## src/rtl/lsu.sv

```systemverilog
// Load/store unit: one MIPS-style load or store per request, driving a word-wide data memory port.
// Latency: done_o two cycles after an accepted req_i when ack arrives in the first ACCESS cycle, plus one per wait cycle.
// Backpressure: busy_o stalls the core outside IDLE; req_i is ignored while busy, and dm_req_o is held until dm_ack_i.
//
// Ports: clk/rstn; core side req_i, mem_write_i, load_sel_i, addr_i, wdata_i -> busy_o, done_o, rdata_o, err_o;
//        memory side dm_req_o, dm_we_o, dm_be_o, dm_addr_o, dm_wdata_o <- dm_ack_i, dm_rdata_i.
module lsu #(
    parameter int unsigned ACK_TIMEOUT = 255
) (
    input  logic        clk,
    input  logic        rstn,
    input  logic        req_i,
    input  logic        mem_write_i,
    input  logic [3:0]  load_sel_i,
    input  logic [31:0] addr_i,
    input  logic [31:0] wdata_i,
    output logic        busy_o,
    output logic        done_o,
    output logic [31:0] rdata_o,
    output logic [1:0]  err_o,
    output logic        dm_req_o,
    output logic        dm_we_o,
    output logic [3:0]  dm_be_o,
    output logic [31:0] dm_addr_o,
    output logic [31:0] dm_wdata_o,
    input  logic        dm_ack_i,
    input  logic [31:0] dm_rdata_i
);

    typedef enum logic [1:0] {IDLE, ACCESS, DONE, ERR} state_t;

    localparam logic [3:0] SEL_W   = 4'd0;
    localparam logic [3:0] SEL_LB  = 4'd1;
    localparam logic [3:0] SEL_LBU = 4'd2;
    localparam logic [3:0] SEL_LH  = 4'd3;
    localparam logic [3:0] SEL_LHU = 4'd4;
    localparam logic [3:0] SEL_SB  = 4'd5;
    localparam logic [3:0] SEL_SH  = 4'd6;

    localparam logic [1:0] ERR_OK      = 2'b00;
    localparam logic [1:0] ERR_MISALGN = 2'b01;
    localparam logic [1:0] ERR_TIMEOUT = 2'b10;
    localparam logic [1:0] ERR_ILLEGAL = 2'b11;

    // Count value of the last ACCESS cycle before giving up; ACCESS lasts ACK_TIMEOUT cycles at most.
    localparam logic [7:0] CNT_LAST = 8'(ACK_TIMEOUT - 1);

    state_t      state_q, state_d;
    logic [31:0] addr_q;
    logic [31:0] wdata_q;
    logic [3:0]  sel_q;
    logic        we_q;
    logic [7:0]  cnt_q;
    logic [1:0]  err_q;
    logic [31:0] rdata_q;

    // Request classification, evaluated on the live inputs while IDLE.
    logic req_illegal;
    logic req_misal;

    always_comb begin
        req_illegal = 1'b0;
        if (load_sel_i > SEL_SH)
            req_illegal = 1'b1;
        else if (mem_write_i && (load_sel_i >= SEL_LB) && (load_sel_i <= SEL_LHU))
            req_illegal = 1'b1;
        else if (!mem_write_i && (load_sel_i >= SEL_SB))
            req_illegal = 1'b1;
    end

    always_comb begin
        req_misal = 1'b0;
        if (load_sel_i == SEL_W)
            req_misal = (addr_i[1:0] != 2'b00);
        else if ((load_sel_i == SEL_LH) || (load_sel_i == SEL_LHU) || (load_sel_i == SEL_SH))
            req_misal = addr_i[0];
    end

    // Store lane steering from the latched request.
    logic [3:0]  st_be;
    logic [31:0] st_wdata;

    always_comb begin
        st_be    = 4'b1111;
        st_wdata = wdata_q;
        case (sel_q)
            SEL_SB: begin
                st_be    = 4'b0001 << addr_q[1:0];
                st_wdata = {4{wdata_q[7:0]}};
            end
            SEL_SH: begin
                st_be    = addr_q[1] ? 4'b1100 : 4'b0011;
                st_wdata = {2{wdata_q[15:0]}};
            end
            default: begin
                st_be    = 4'b1111;
                st_wdata = wdata_q;
            end
        endcase
    end

    // Load formatting of the word returned with the ack.
    logic [7:0]  ld_byte;
    logic [15:0] ld_half;
    logic [31:0] ld_fmt;

    always_comb begin
        ld_byte = 8'(dm_rdata_i >> {addr_q[1:0], 3'b000});
        ld_half = addr_q[1] ? dm_rdata_i[31:16] : dm_rdata_i[15:0];
        case (sel_q)
            SEL_LB:  ld_fmt = {{24{ld_byte[7]}}, ld_byte};
            SEL_LBU: ld_fmt = {24'd0, ld_byte};
            SEL_LH:  ld_fmt = {{16{ld_half[15]}}, ld_half};
            SEL_LHU: ld_fmt = {16'd0, ld_half};
            default: ld_fmt = dm_rdata_i;
        endcase
    end

    always_comb begin
        state_d = state_q;
        case (state_q)
            IDLE: begin
                if (req_i)
                    state_d = (req_illegal || req_misal) ? ERR : ACCESS;
            end
            ACCESS: begin
                // Ack on the final allowed cycle still completes normally.
                if (dm_ack_i)
                    state_d = DONE;
                else if (cnt_q == CNT_LAST)
                    state_d = ERR;
            end
            DONE:    state_d = IDLE;
            ERR:     state_d = IDLE;
            default: state_d = IDLE;
        endcase
    end

    always_ff @(posedge clk or negedge rstn) begin
        if (!rstn) begin
            state_q <= IDLE;
            addr_q  <= '0;
            wdata_q <= '0;
            sel_q   <= '0;
            we_q    <= 1'b0;
            cnt_q   <= '0;
            err_q   <= ERR_OK;
            rdata_q <= '0;
        end else begin
            state_q <= state_d;
            case (state_q)
                IDLE: begin
                    if (req_i) begin
                        addr_q  <= addr_i;
                        wdata_q <= wdata_i;
                        sel_q   <= load_sel_i;
                        we_q    <= mem_write_i;
                        cnt_q   <= '0;
                        err_q   <= req_illegal ? ERR_ILLEGAL :
                                   req_misal   ? ERR_MISALGN : ERR_OK;
                    end
                end
                ACCESS: begin
                    if (dm_ack_i) begin
                        if (!we_q)
                            rdata_q <= ld_fmt;
                    end else if (cnt_q == CNT_LAST) begin
                        err_q <= ERR_TIMEOUT;
                    end else begin
                        cnt_q <= cnt_q + 8'd1;
                    end
                end
                default: ;
            endcase
        end
    end

    logic in_access;
    assign in_access = (state_q == ACCESS);

    // Memory port is quiet (all zero) outside ACCESS, so reset and error paths never leak a request.
    assign dm_req_o   = in_access;
    assign dm_we_o    = in_access && we_q;
    assign dm_be_o    = in_access ? (we_q ? st_be : 4'b1111) : 4'b0000;
    assign dm_addr_o  = in_access ? {addr_q[31:2], 2'b00} : 32'd0;
    assign dm_wdata_o = (in_access && we_q) ? st_wdata : 32'd0;

    assign busy_o  = (state_q != IDLE);
    assign done_o  = (state_q == DONE) || (state_q == ERR);
    assign err_o   = (state_q == ERR) ? err_q : ERR_OK;
    assign rdata_o = rdata_q;

endmodule

```

## config.mk

```make
export PLATFORM = sky130hd
export DESIGN_NAME = lsu
export DESIGN_NICKNAME = d
export VERILOG_FILES = /design/src/rtl/lsu.sv
export SDC_FILE = /design/constraint.sdc
export NUM_CORES = 1
export LEC_CHECK = 0
export BUFFER_PORTS_ARGS = -buffer_cell sky130_fd_sc_hd__buf_2
export CAP_MARGIN = 20
export CORE_MARGIN = 2
export CORE_UTILIZATION = 40
export CTS_CLUSTER_DIAMETER = 100
export CTS_CLUSTER_SIZE = 30
export DETAILED_ROUTE_END_ITERATION = 10
export GPL_TIMING_DRIVEN = 0
export PLACE_DENSITY_LB_ADDON = 0.25
export SYNTH_ARGS = -nofsm -noshare
export SYNTH_HDL_FRONTEND = slang
export SYNTH_SLANG_ARGS = --single-unit
```

## constraint.sdc

```tcl
create_clock -name clk -period 2.7 [get_ports clk]
set_input_delay 0.405 -clock clk [delete_from_list [all_inputs] [get_ports clk]]
set_output_delay 0.405 -clock clk [all_outputs]
set_load 0.02 [all_outputs]
```

==> results.yml <==
finish:
  final_layout_net_count: 1067
  final_layout_size_suffix_gt1_frac: 0.282
  nFillCells: 1406
  syn2layout_area_growth_pct: 31.9
  stdcell_count: 1155
clocking:
  clock_latency_ns: 0.41
  cts_tree: "done"
  path_clk_slew_ns: 0.05
  cts-root-to-sink-buffers: 2
  cts_num_sinks: 113
  cts_buffers: 17
  cts_root_buffer: "sky130_fd_sc_hd__clkbuf_16"
  h-tree-depth: 4
synth:
  post_synthesis_register_bit_count: 113
  synth-async-reset-ratio: 1.00
  ys.flop_type: "sky130_fd_sc_hd__dfrtp_1"
  yosys.cell_types.count: 58
  yosysTopAreaCell: "sky130_fd_sc_hd__dfrtp_1"
  syn_area_mm2: 0.00599
  netlist_instances: 731
  synth_top_cells_by_count: "275 x sky130_fd_sc_hd__nand2_1, 113 x sky130_fd_sc_hd__dfrtp_1, 36 x sky130_fd_sc_hd__clkbuf_1"
  yosys.area.top_type_share: 0.472
  synth-edff-count: 0
  ys_top_cells_by_area: "sky130_fd_sc_hd__dfrtp_1 47%, sky130_fd_sc_hd__nand2_1 17%, sky130_fd_sc_hd__and2_1 3.2%"
  synth_most_common_cell: "sky130_fd_sc_hd__nand2_1"
  ys_warn_count: 0
  avg_cell_area_syn_um2: 8.20
  synth_seq_area_share: 0.472
die:
  design.die.area_mm2: 0.0160
  effective_utilization_at_floorplan: 0.411
  num_rows: 44
  die-height_um: 126
  chipWidth_um: 126
  pin_count: 211
  core_mm2: 0.0146
sta:
  timing.setup.tns_ns: 0
  final_min_period_over_clock_period: 0.954
  setup_viol: 0
  max_freq_mhz: 388
  worst-slew-pin-transition_ns: 0.819
  timing.final.max_slew_violations: 0
  final.setup_skew_ns: 0.00864
  timing.final.crit_period_ns: 2.58
  relSlewSlack: 0.440
  final-hold-violation-count: 0
worst_setup_path:
  crit_arrival_ns: 2.17
  critical_path.reg2reg.startpoint: "state_q[1]"
  critPathMaxFanout: 10
  timing.critical_path.required_ns: 2.30
  timing.critical_path.from_type: "register"
  worst_setup_path_startpoint: "sel_q[0]"
  setup.worst_path.end_class: "primary output"
  critical_path_class: "register to primary output"
power_and_ir_drop:
  power.density_mw_per_mm2: 1170
  p_leak_uw: 0.00418
  vdd_ir_drop_max_mv: 0.565
worst_hold_path:
  timing.hold.worst.start: "addr_i[18]"
  holdCritPathClass: "primary input to register"
global_routing:
  globalRouteTotalUtil: 0.233
  first_global_vias: 5775
  maximum_number_of_pins_on_one_net_before_global_route_repair: 78
  grt_overflow: 0
  global_route_wire_length_before_repair_um: 29400
  grt_antenna_before_repair: 1
routing:
  first_pass_detailed_route_iteration_total: 5
  drc: 0
  wl_per_cell_um: 16.2
  vias: 5964
  detail-route-antenna-nets: 0
  drt_iter0_markers: 445
  vias_per_cell: 5.16
  wirelength_um: 18700
placed_design:
  place.detailed.instances: 1125
  portBuffers: 208
  gp_congestion: 0.881
  detailed_place_hpwl_um: 14000
run:
  maxCapViolCount: 0
outcome:
  run_status: "finished, final reports clean"
==> sequential cells by signal, summed over array words and instances, names as in the netlist <==
signal,flops
sel_q,4
wdata_q,32
addr_q,32
rdata_o,32
we_q,1
state_q,2
cnt_q,8
err_q,2
==> repair_timing <==
| action | CTS | global route |
|---|---|---|
| setup buffers | 0 | 3 |
| hold endpoints to repair | 36 | 0 |
| pin swaps | 1 | 1 |
| hold buffers | 1 | 0 |
| cloned | 0 | 0 |
| resized for setup | 7 | 5 |
| endpoints found under the setup margin | 39 | 26 |
==> through the flow <==
step	power (µW)	area [µm²]	setup slack (ns)	hold WS (ns)	utilization
detailed placement	7030	7300	0.220	0.325	0.500
global placement	6960	7270	-0.190	0.448	0.498
finish	9230	7900	0.124	0.180	0.542
CTS	9220	7870	0.00792	0.173	0.540
global route	9880	7900	-0.00106	0.182	0.541
floorplan	5660	5990	0.465	0.109	-
==> placed cells by master (no fill, tap or decap), types with 15 or more instances in the layout <==
cell type,n
sky130_fd_sc_hd__clkbuf_1,29
sky130_fd_sc_hd__clkbuf_16,17
sky130_fd_sc_hd__a21oi_1,34
sky130_fd_sc_hd__nor2_1,28
sky130_fd_sc_hd__buf_2,215
sky130_fd_sc_hd__nand2_1,275
sky130_fd_sc_hd__and3_1,17
sky130_fd_sc_hd__o21ai_0,27
sky130_fd_sc_hd__dfrtp_1,113
sky130_fd_sc_hd__mux2i_1,16
sky130_fd_sc_hd__a211oi_1,15
sky130_fd_sc_hd__and2_1,31
==> cell type report <==
| cell class | count | area, µm² | share of cell area |
|---|---|---|---|
| clock buffer | 23 | 478 | 0.0605 |
| timing repair buffer | 213 | 1110 | 0.140 |
| antenna | 1 | 2.50 | 0.000317 |
| inverter | 8 | 30.0 | 0.00380 |
| multi-input combinational | 557 | 2910 | 0.368 |
| sequential | 113 | 2830 | 0.358 |
| clock inverter | 6 | 82.6 | 0.0105 |
| buffer | 50 | 235 | 0.0298 |
| tap | 184 | 230 | 0.0291 |
==> layer usage <==
metal	track usage	share of wire	vias up
met3	0.0751	0.085	23
met1	0.304	0.44	2783
li1	-	-	2908
met4	0.0705	0.016	0
met5	0	0	-
met2	0.370	0.46	250
==> worst max-delay path: stages (launching register included) <==
cell,delay [ns]
sky130_fd_sc_hd__dfrtp_1,0.33
sky130_fd_sc_hd__buf_2,0.23
sky130_fd_sc_hd__nor4bb_1,0.30
sky130_fd_sc_hd__clkbuf_4,0.27
sky130_fd_sc_hd__nor2_4,0.06
sky130_fd_sc_hd__buf_4,0.17
sky130_fd_sc_hd__mux2i_1,0.12
sky130_fd_sc_hd__nor2_1,0.12
sky130_fd_sc_hd__buf_2,0.18
==> logic make-up after synthesis <==
family,share of synthesized area
and+or+nand+nor,0.310
AOI/OAI and AO/OA,0.129
DFF,0.472
buffers and inverters,0.0447
muxes,0.0349
adders and majority gates,0.00585
xor gates and xnor gates,0.00292
other,0.000626
==> path summary, 6_finish.rpt <==
path                                        to  slack, ns  depth (start not counted)
max in group asynchronous           wdata_q[4]       1.56                          3
worst min-delay path                addr_q[18]       0.18                          3
min in group asynchronous          rdata_o[22]       0.46                          2
worst min register to register      addr_q[10]       0.46                          2
worst max-delay path            dm_wdata_o[22]       0.12                          8
worst max register to register      wdata_q[9]       0.57                          8
==> power breakdown <==
part	switching, µW	leakage, µW	total [µW]	internal (µW)
Clock	750	0.000275	2160	1410
Sequential	498	0.00139	2960	2460
Combinational	2670	0.00251	4110	1440
Total	3920	0.00418	9230	5310
No activity file was read; power rests on OpenSTA's default activity.
